[src/rtl/pixel_write_buffer.sv]
// Buffers painter pixel strobes in a small FIFO and streams them, or a full-screen clear, to the VGA adapter.
// A pending clear holds back pixels captured after its request until the clear finishes.
module pixel_write_buffer #(
  parameter int X_BITS     = 8,
  parameter int Y_BITS     = 7,
  parameter int COLOR_BITS = 3,
  parameter int SCR_W      = 160,
  parameter int SCR_H      = 120,
  parameter int DEPTH      = 4
) (
  input  logic                  Clck,
  input  logic                  Reset,
  input  logic [X_BITS-1:0]     paint_x_co,
  input  logic [Y_BITS-1:0]     paint_y_co,
  input  logic [COLOR_BITS-1:0] color,
  input  logic                  print_enable,
  input  logic                  clear_req,
  input  logic [COLOR_BITS-1:0] clear_color,
  input  logic                  vga_ready,
  output logic [X_BITS-1:0]     vga_x,
  output logic [Y_BITS-1:0]     vga_y,
  output logic [COLOR_BITS-1:0] vga_colour,
  output logic                  vga_plot,
  output logic                  busy,
  output logic                  overflow
);
  localparam int AW = $clog2(DEPTH);
  localparam int PW = X_BITS + Y_BITS + COLOR_BITS;
  localparam logic [X_BITS:0]     LP_W     = (X_BITS+1)'(SCR_W);
  localparam logic [Y_BITS:0]     LP_H     = (Y_BITS+1)'(SCR_H);
  localparam logic [X_BITS-1:0]   LP_XMAX  = X_BITS'(SCR_W - 1);
  localparam logic [Y_BITS-1:0]   LP_YMAX  = Y_BITS'(SCR_H - 1);
  localparam logic [AW:0]         LP_DEPTH = (AW+1)'(DEPTH);

  typedef enum logic [1:0] {S_IDLE, S_DRAIN, S_CLEAR} state_t;
  state_t r_state, w_state_nxt;

  logic [PW-1:0]         r_mem [DEPTH];
  logic [AW-1:0]         r_wr_ptr, r_rd_ptr;
  logic [AW:0]           r_count, r_clr_wait;
  logic                  r_pe_prev, r_clr_pend, r_overflow, r_plot, r_clr_last;
  logic [COLOR_BITS-1:0] r_clr_color, r_clr_act, r_oc;
  logic [X_BITS-1:0]     r_cx, r_ox;
  logic [Y_BITS-1:0]     r_cy, r_oy;

  logic          w_onscreen, w_push, w_empty, w_full, w_out_free, w_fence;
  logic          w_pop, w_push_ok, w_clr_start, w_clr_load, w_clr_end, w_clr_arm;
  logic          w_in_clear, w_busy;
  logic [PW-1:0] w_head;

  assign w_onscreen  = ({1'b0, paint_x_co} < LP_W) && ({1'b0, paint_y_co} < LP_H);
  assign w_push      = print_enable && !r_pe_prev && w_onscreen;
  assign w_empty     = (r_count == '0);
  assign w_full      = (r_count == LP_DEPTH);
  assign w_out_free  = !r_plot || vga_ready;
  // Once every pixel older than the clear request has left the FIFO, stop popping.
  assign w_fence     = r_clr_pend && (r_clr_wait == '0);
  assign w_pop       = !w_in_clear && !w_empty && w_out_free && !w_fence;
  assign w_push_ok   = w_push && (!w_full || w_pop);
  assign w_clr_start = (r_state != S_CLEAR) && w_fence && !r_plot;
  assign w_clr_load  = w_in_clear && w_out_free && !r_clr_last;
  assign w_clr_end   = w_in_clear && r_clr_last && r_plot && vga_ready;
  assign w_clr_arm   = clear_req && (!r_clr_pend || w_clr_start);
  assign w_head      = r_mem[r_rd_ptr];

  always_ff @(posedge Clck) begin
    if (!Reset) begin
      r_wr_ptr <= '0;
      r_rd_ptr <= '0;
      r_count  <= '0;
    end else begin
      if (w_push_ok) r_wr_ptr <= r_wr_ptr + 1'b1;
      if (w_pop)     r_rd_ptr <= r_rd_ptr + 1'b1;
      r_count <= r_count + (AW+1)'(w_push_ok) - (AW+1)'(w_pop);
    end
  end

  always_ff @(posedge Clck) begin
    if (w_push_ok) r_mem[r_wr_ptr] <= {paint_x_co, paint_y_co, color};
  end

  always_ff @(posedge Clck) begin
    if (!Reset) begin
      r_pe_prev   <= 1'b1;
      r_overflow  <= 1'b0;
      r_clr_pend  <= 1'b0;
      r_clr_wait  <= '0;
      r_clr_color <= '0;
      r_clr_act   <= '0;
      r_cx        <= '0;
      r_cy        <= '0;
      r_clr_last  <= 1'b0;
    end else begin
      r_pe_prev <= print_enable;
      if (w_push && w_full && !w_pop) r_overflow <= 1'b1;
      if (clear_req) r_clr_color <= clear_color;
      if (clear_req)        r_clr_pend <= 1'b1;
      else if (w_clr_start) r_clr_pend <= 1'b0;
      // Count of FIFO entries that must still drain before the clear may begin.
      if (w_clr_arm)                        r_clr_wait <= r_count - (AW+1)'(w_pop);
      else if (w_pop && r_clr_wait != '0)   r_clr_wait <= r_clr_wait - 1'b1;
      if (w_clr_start) begin
        r_cx       <= '0;
        r_cy       <= '0;
        r_clr_last <= 1'b0;
        r_clr_act  <= r_clr_color;
      end else if (w_clr_load) begin
        if (r_cx == LP_XMAX) begin
          r_cx <= '0;
          if (r_cy == LP_YMAX) r_clr_last <= 1'b1;
          else                 r_cy <= r_cy + 1'b1;
        end else begin
          r_cx <= r_cx + 1'b1;
        end
      end
    end
  end

  always_ff @(posedge Clck) begin
    if (!Reset) begin
      r_plot <= 1'b0;
      r_ox   <= '0;
      r_oy   <= '0;
      r_oc   <= '0;
    end else if (w_clr_load) begin
      r_plot <= 1'b1;
      r_ox   <= r_cx;
      r_oy   <= r_cy;
      r_oc   <= r_clr_act;
    end else if (w_pop) begin
      r_plot <= 1'b1;
      {r_ox, r_oy, r_oc} <= w_head;
    end else if (r_plot && vga_ready) begin
      r_plot <= 1'b0;
    end
  end

  always_ff @(posedge Clck) begin
    if (!Reset) r_state <= S_IDLE;
    else        r_state <= w_state_nxt;
  end

  always_comb begin
    w_state_nxt = r_state;
    case (r_state)
      S_IDLE:  if (w_clr_start)                w_state_nxt = S_CLEAR;
               else if (!w_empty)            w_state_nxt = S_DRAIN;
      S_DRAIN: if (w_clr_start)                w_state_nxt = S_CLEAR;
               else if (w_empty && w_out_free) w_state_nxt = S_IDLE;
      S_CLEAR: if (w_clr_end)                  w_state_nxt = w_empty ? S_IDLE : S_DRAIN;
      default:                                 w_state_nxt = S_IDLE;
    endcase
  end

  always_comb begin
    w_in_clear = (r_state == S_CLEAR);
    w_busy     = (r_state != S_IDLE) || !w_empty || r_clr_pend || r_plot;
  end

  assign vga_x      = r_ox;
  assign vga_y      = r_oy;
  assign vga_colour = r_oc;
  assign vga_plot   = r_plot;
  assign busy       = w_busy;
  assign overflow   = r_overflow;
endmodule

[config.mk]
export PLATFORM = sky130hd
export DESIGN_NAME = pixel_write_buffer
export DESIGN_NICKNAME = d
export VERILOG_FILES = /design/src/rtl/pixel_write_buffer.sv
export SDC_FILE = /design/constraint.sdc
export NUM_CORES = 1
export LEC_CHECK = 0
export CORE_MARGIN = 3
export CORE_UTILIZATION = 57
export DETAILED_ROUTE_END_ITERATION = 16
export GPL_TIMING_DRIVEN = 0
export PLACE_DENSITY = 0.84
export SYNTH_ARGS = -nofsm -noshare
export SYNTH_HDL_FRONTEND = slang
export SYNTH_SLANG_ARGS = --single-unit
[constraint.sdc]
create_clock -name Clck -period 3.7 [get_ports Clck]
set_input_delay 0.74 -clock Clck [delete_from_list [all_inputs] [get_ports Clck]]
set_output_delay 0.74 -clock Clck [all_outputs]
set_load 0.02 [all_outputs]
==> key figures <==
STA
  – Final Max Slew Viols: 0
  – Final hold viol count: 0
  – Final period util: 87.4%
  – Worst slew pin tran: 1.11 ns
  – Max Freq: 309 MHz
  – RSZ-0062 raised after global routing: false
  – Slew margin rel.: 25.4%
  – Tmin final: 3.23 ns
  – Setup TNS: 0 ns
  – Clock skew: 0.00754 ns
  – # setup viols final: 0

Power
  – Sw frac: 32.1%
  – Pint: 3.27 mW
  – Power Density: 727 mW/mm2
  – Logic pwr share: 28.6%
  – Sequential Power Share: 36.4%
  – Max VDD drop: 480 uV
  – Switching power: 1.55 mW
  – Leakage: 2.27 nW
  – Clock share of power: 35.0%

Place
  – HPWL Detailed: 7.65 mm
  – Port Buffers: 46
  – Cell Area, Placed: 0.00603 mm2
  – GP Congestion: 0.897

Run
  – MaxCap Viol Count: 0

Detailed routing
  – Antenna-violating nets left: 0
  – Via density: 5.96
  – Wire length per cell: 19.2 um
  – Post-route DRC: 0
  – Vias: 3683
  – Violation count after the first detailed-route iteration: 200
  – Total wire length: 11.9 mm
  – Initial DRT Pass Iterations: 5

Critical path
  – Startpoint types: input port
  – Crit path largest cell delay: 0.61 ns
  – Worst Path Arrival: 3.63 ns
  – Setup CP Type: in2reg
  – Cell breakdown of the critical path: clkdlybuf4s50_1 -> o21ai_0 -> nand4b_1 -> a31oi_1 -> inv_1 -> ha_1 -> inv_1 -> ha_1 -> fa_1 -> xnor2_1 -> xnor2_1 -> nor2_1
  – Cell family with most CP delay: adder cells
  – Worst Path Max Fanout: 7
  – WP buf/inv: 3
  – Worst Setup End Kind: flip-flop
  – CP max-delay cell: a31oi_1
  – Required @ worst endpoint: 4.09 ns

Synth
  – Cell Area, Synth: 0.00541 mm2
  – Post-synthesis cell count: 414
  – Share of the yosys chip area belonging to registers: 61.5%
  – Syn nets: 453
  – Post-synth cell types: 53
  – FFs w/ async S/R, synth: 0%
  – Top_reg_cell synth: edfxtp_1
  – Yosys reg bits: 130
  – Number of synthesized flops with an enable pin: 72
  – Yosys warns: 0
  – Syn_area_per_cell: 13.1 um2

Outcome
  – Status: finished clean

Finish
  – FF+latch area: 0.00332 mm2
  – Design area: 0.00663 mm2
  – Layout area overhead: 22.6%
  – Fill cells: 563
  – Nets: 518
  – Multi-input gate area in the final layout: 0.00191 mm2
  – Share of cells above drive strength 1: 13.4%
  – Antenna fix cells: 0

CTS
  – Post-CTS Hold Fix Bufs: 0
  – Post-CTS setup buffers: 0
  – TritonCTS clock tree: built
  – Worst-path clk slew: 0.07 ns
  – Bufs on Longest Clock Path: 2
  – Num CTS Buffers: 17
  – H-Tree Depth: 4
  – Resized cells post-CTS: 0
  – Clk_lat worst skew: 0.52 ns
  – Clock root cell: clkbuf_8
  – Sink Count: 130

Global route
  – Vias in the first global route: 3646
  – Antenna violations before repair: 0
  – All-Layer GR Usage: 24.6%
  – Global-route wire length before repair: 19.2 mm
  – Gr ovfl total: 0
  – Largest net degree at the start of global routing: 19

Floorplan
  – Chip height: 103 um
  – Die W: 103 um
  – Die area: 0.0107 mm2
  – Cell Rows: 34
  – Initial core utilization: 60.2%
  – Core area: 0.00898 mm2
  – IO Count: 47

Worst hold path
  – Worst hold path type: reg2reg
sequential cells by signal, summed over array words and instances, names as in the netlist, 2 cells and up, named ones only:
name,cells
r_mem,72
vga_x,8
r_clr_color,3
vga_colour,3
r_clr_act,3
r_rd_ptr,2
vga_y,7
r_cx,8
r_wr_ptr,2
r_count,3
r_clr_wait,3
r_cy,7
r_state,2
cell usage after synthesis (3+ instances only):
library cell | instances | share of area, %
o221ai_1 | 9 | 1.5
buf_2 | 3 | 0.28
dfxtp_1 | 58 | 21
buf_1 | 3 | 0.21
nand4_1 | 7 | 0.81
or4_1 | 3 | 0.42
o21ai_0 | 5 | 0.46
or3_1 | 4 | 0.46
mux2i_1 | 13 | 2.4
nor4_1 | 5 | 0.58
nand2_1 | 18 | 1.2
nor4b_1 | 3 | 0.49
a21oi_1 | 20 | 1.9
nor2_1 | 30 | 2.1
nor3_1 | 17 | 1.6
and2_1 | 6 | 0.69
nand3_1 | 14 | 1.3
a22oi_1 | 9 | 1.2
o31ai_1 | 4 | 0.56
clkbuf_1 | 14 | 0.97
a31oi_1 | 3 | 0.35
inv_1 | 14 | 0.97
edfxtp_1 | 72 | 40
mux4_2 | 18 | 7.5
xnor2_1 | 9 | 1.5
ha_1 | 12 | 2.8
nand2b_1 | 7 | 0.81
metal layers:
layer / GRT usage (%) / vias up / routed length [um] / part of all wire, %
met3: 6.84 / 12 / 770 / 6.5
met5: 0 / - / 0 / 0
met1: 31.5 / 1809 / 4790 / 40
met2: 40.6 / 150 / 6210 / 52
met4: 8.17 / 0 / 119 / 1.0
li1: - / 1712 / - / -
final timing paths:
kind / from / to / slack [ns] / cells past startpoint
setup reg to reg: r_clr_wait[0] / r_count[2] / 0.65 / 13
hold / removal: vga_y[1] / vga_y[1] / 0.47 / 2
setup / recovery: paint_x_co[5] / r_count[2] / 0.47 / 12
hold reg to reg: vga_y[1] / vga_y[1] / 0.47 / 2
metrics by stage:
step | total power [mW] | worst slack, ns | hold slack (ns) | utilization (%) | cells
2_1_floorplan | 2.70 | 0.922 | 0.459 | - | 414
3_3_place_gp | 3.11 | 0.0592 | 0.455 | 67.1 | 586
3_5_place_dp | 3.14 | 0.0275 | 0.463 | 67.1 | 586
4_1_cts | 4.84 | 0.494 | 0.470 | 73.9 | 618
5_1_grt | 5.06 | 0.336 | 0.485 | 73.9 | 618
6_report | 4.82 | 0.468 | 0.467 | 73.9 | 618
placed cells by master (no fill, tap or decap), types with 7 or more instances in the layout:
cell type        count
edfxtp_1            72
dfxtp_1             58
clkdlybuf4s50_1     46
nor2_1              30
a21oi_1             20
nand2_1             18
mux4_2              18
nor3_1              17
clkbuf_16           16
inv_1               14
clkbuf_1            14
nand3_1             14
mux2i_1             13
ha_1                12
a22oi_1              9
o221ai_1             9
xnor2_1              9
nand2b_1             7
nand4_1              7
kinds of logic after synthesis:
kind of cell | count (synthesis) | synth area share (%)
adder cells (fa/ha/maj) | 13 | 3.15
flip-flops | 130 | 61.5
XOR/XNOR | 11 | 1.78
AO/OA/AOI/OAI | 61 | 7.73
AND/OR/NAND/NOR | 129 | 12.8
multiplexers | 31 | 9.90
buffers and inverters | 39 | 3.19
worst register-to-register path: cells and delay by family (launching register included):
kind	cells	cell delay (ns)
AO/OA/AOI/OAI	1	0.60
XOR/XNOR	2	0.32
adder cells (fa/ha/maj)	4	1.10
AND/OR/NAND/NOR	3	0.37
buffers and inverters	3	0.20
flip-flops	1	0.34
area by class of cell:
cell class,instances,area share (%)
Clock inverter,15,2.87
Inverter,15,0.849
Timing Repair Buffer,46,6.94
Tap cell,126,2.38
Sequential cell,130,50.1
Multi-Input combinational cell,245,28.8
Clock buffer,17,6.25
Buffer,24,1.76
power groups by stage:
stage	clock [mW]	sequential, mW	combinational, mW
4_1_cts	1.70	1.76	1.38
6_report	1.69	1.75	1.38
3_5_place_dp	0	1.79	1.36
2_1_floorplan	0	1.86	0.837
3_3_place_gp	0	1.78	1.33
5_1_grt	1.78	1.77	1.51
Power figures use the tool's default switching activity.
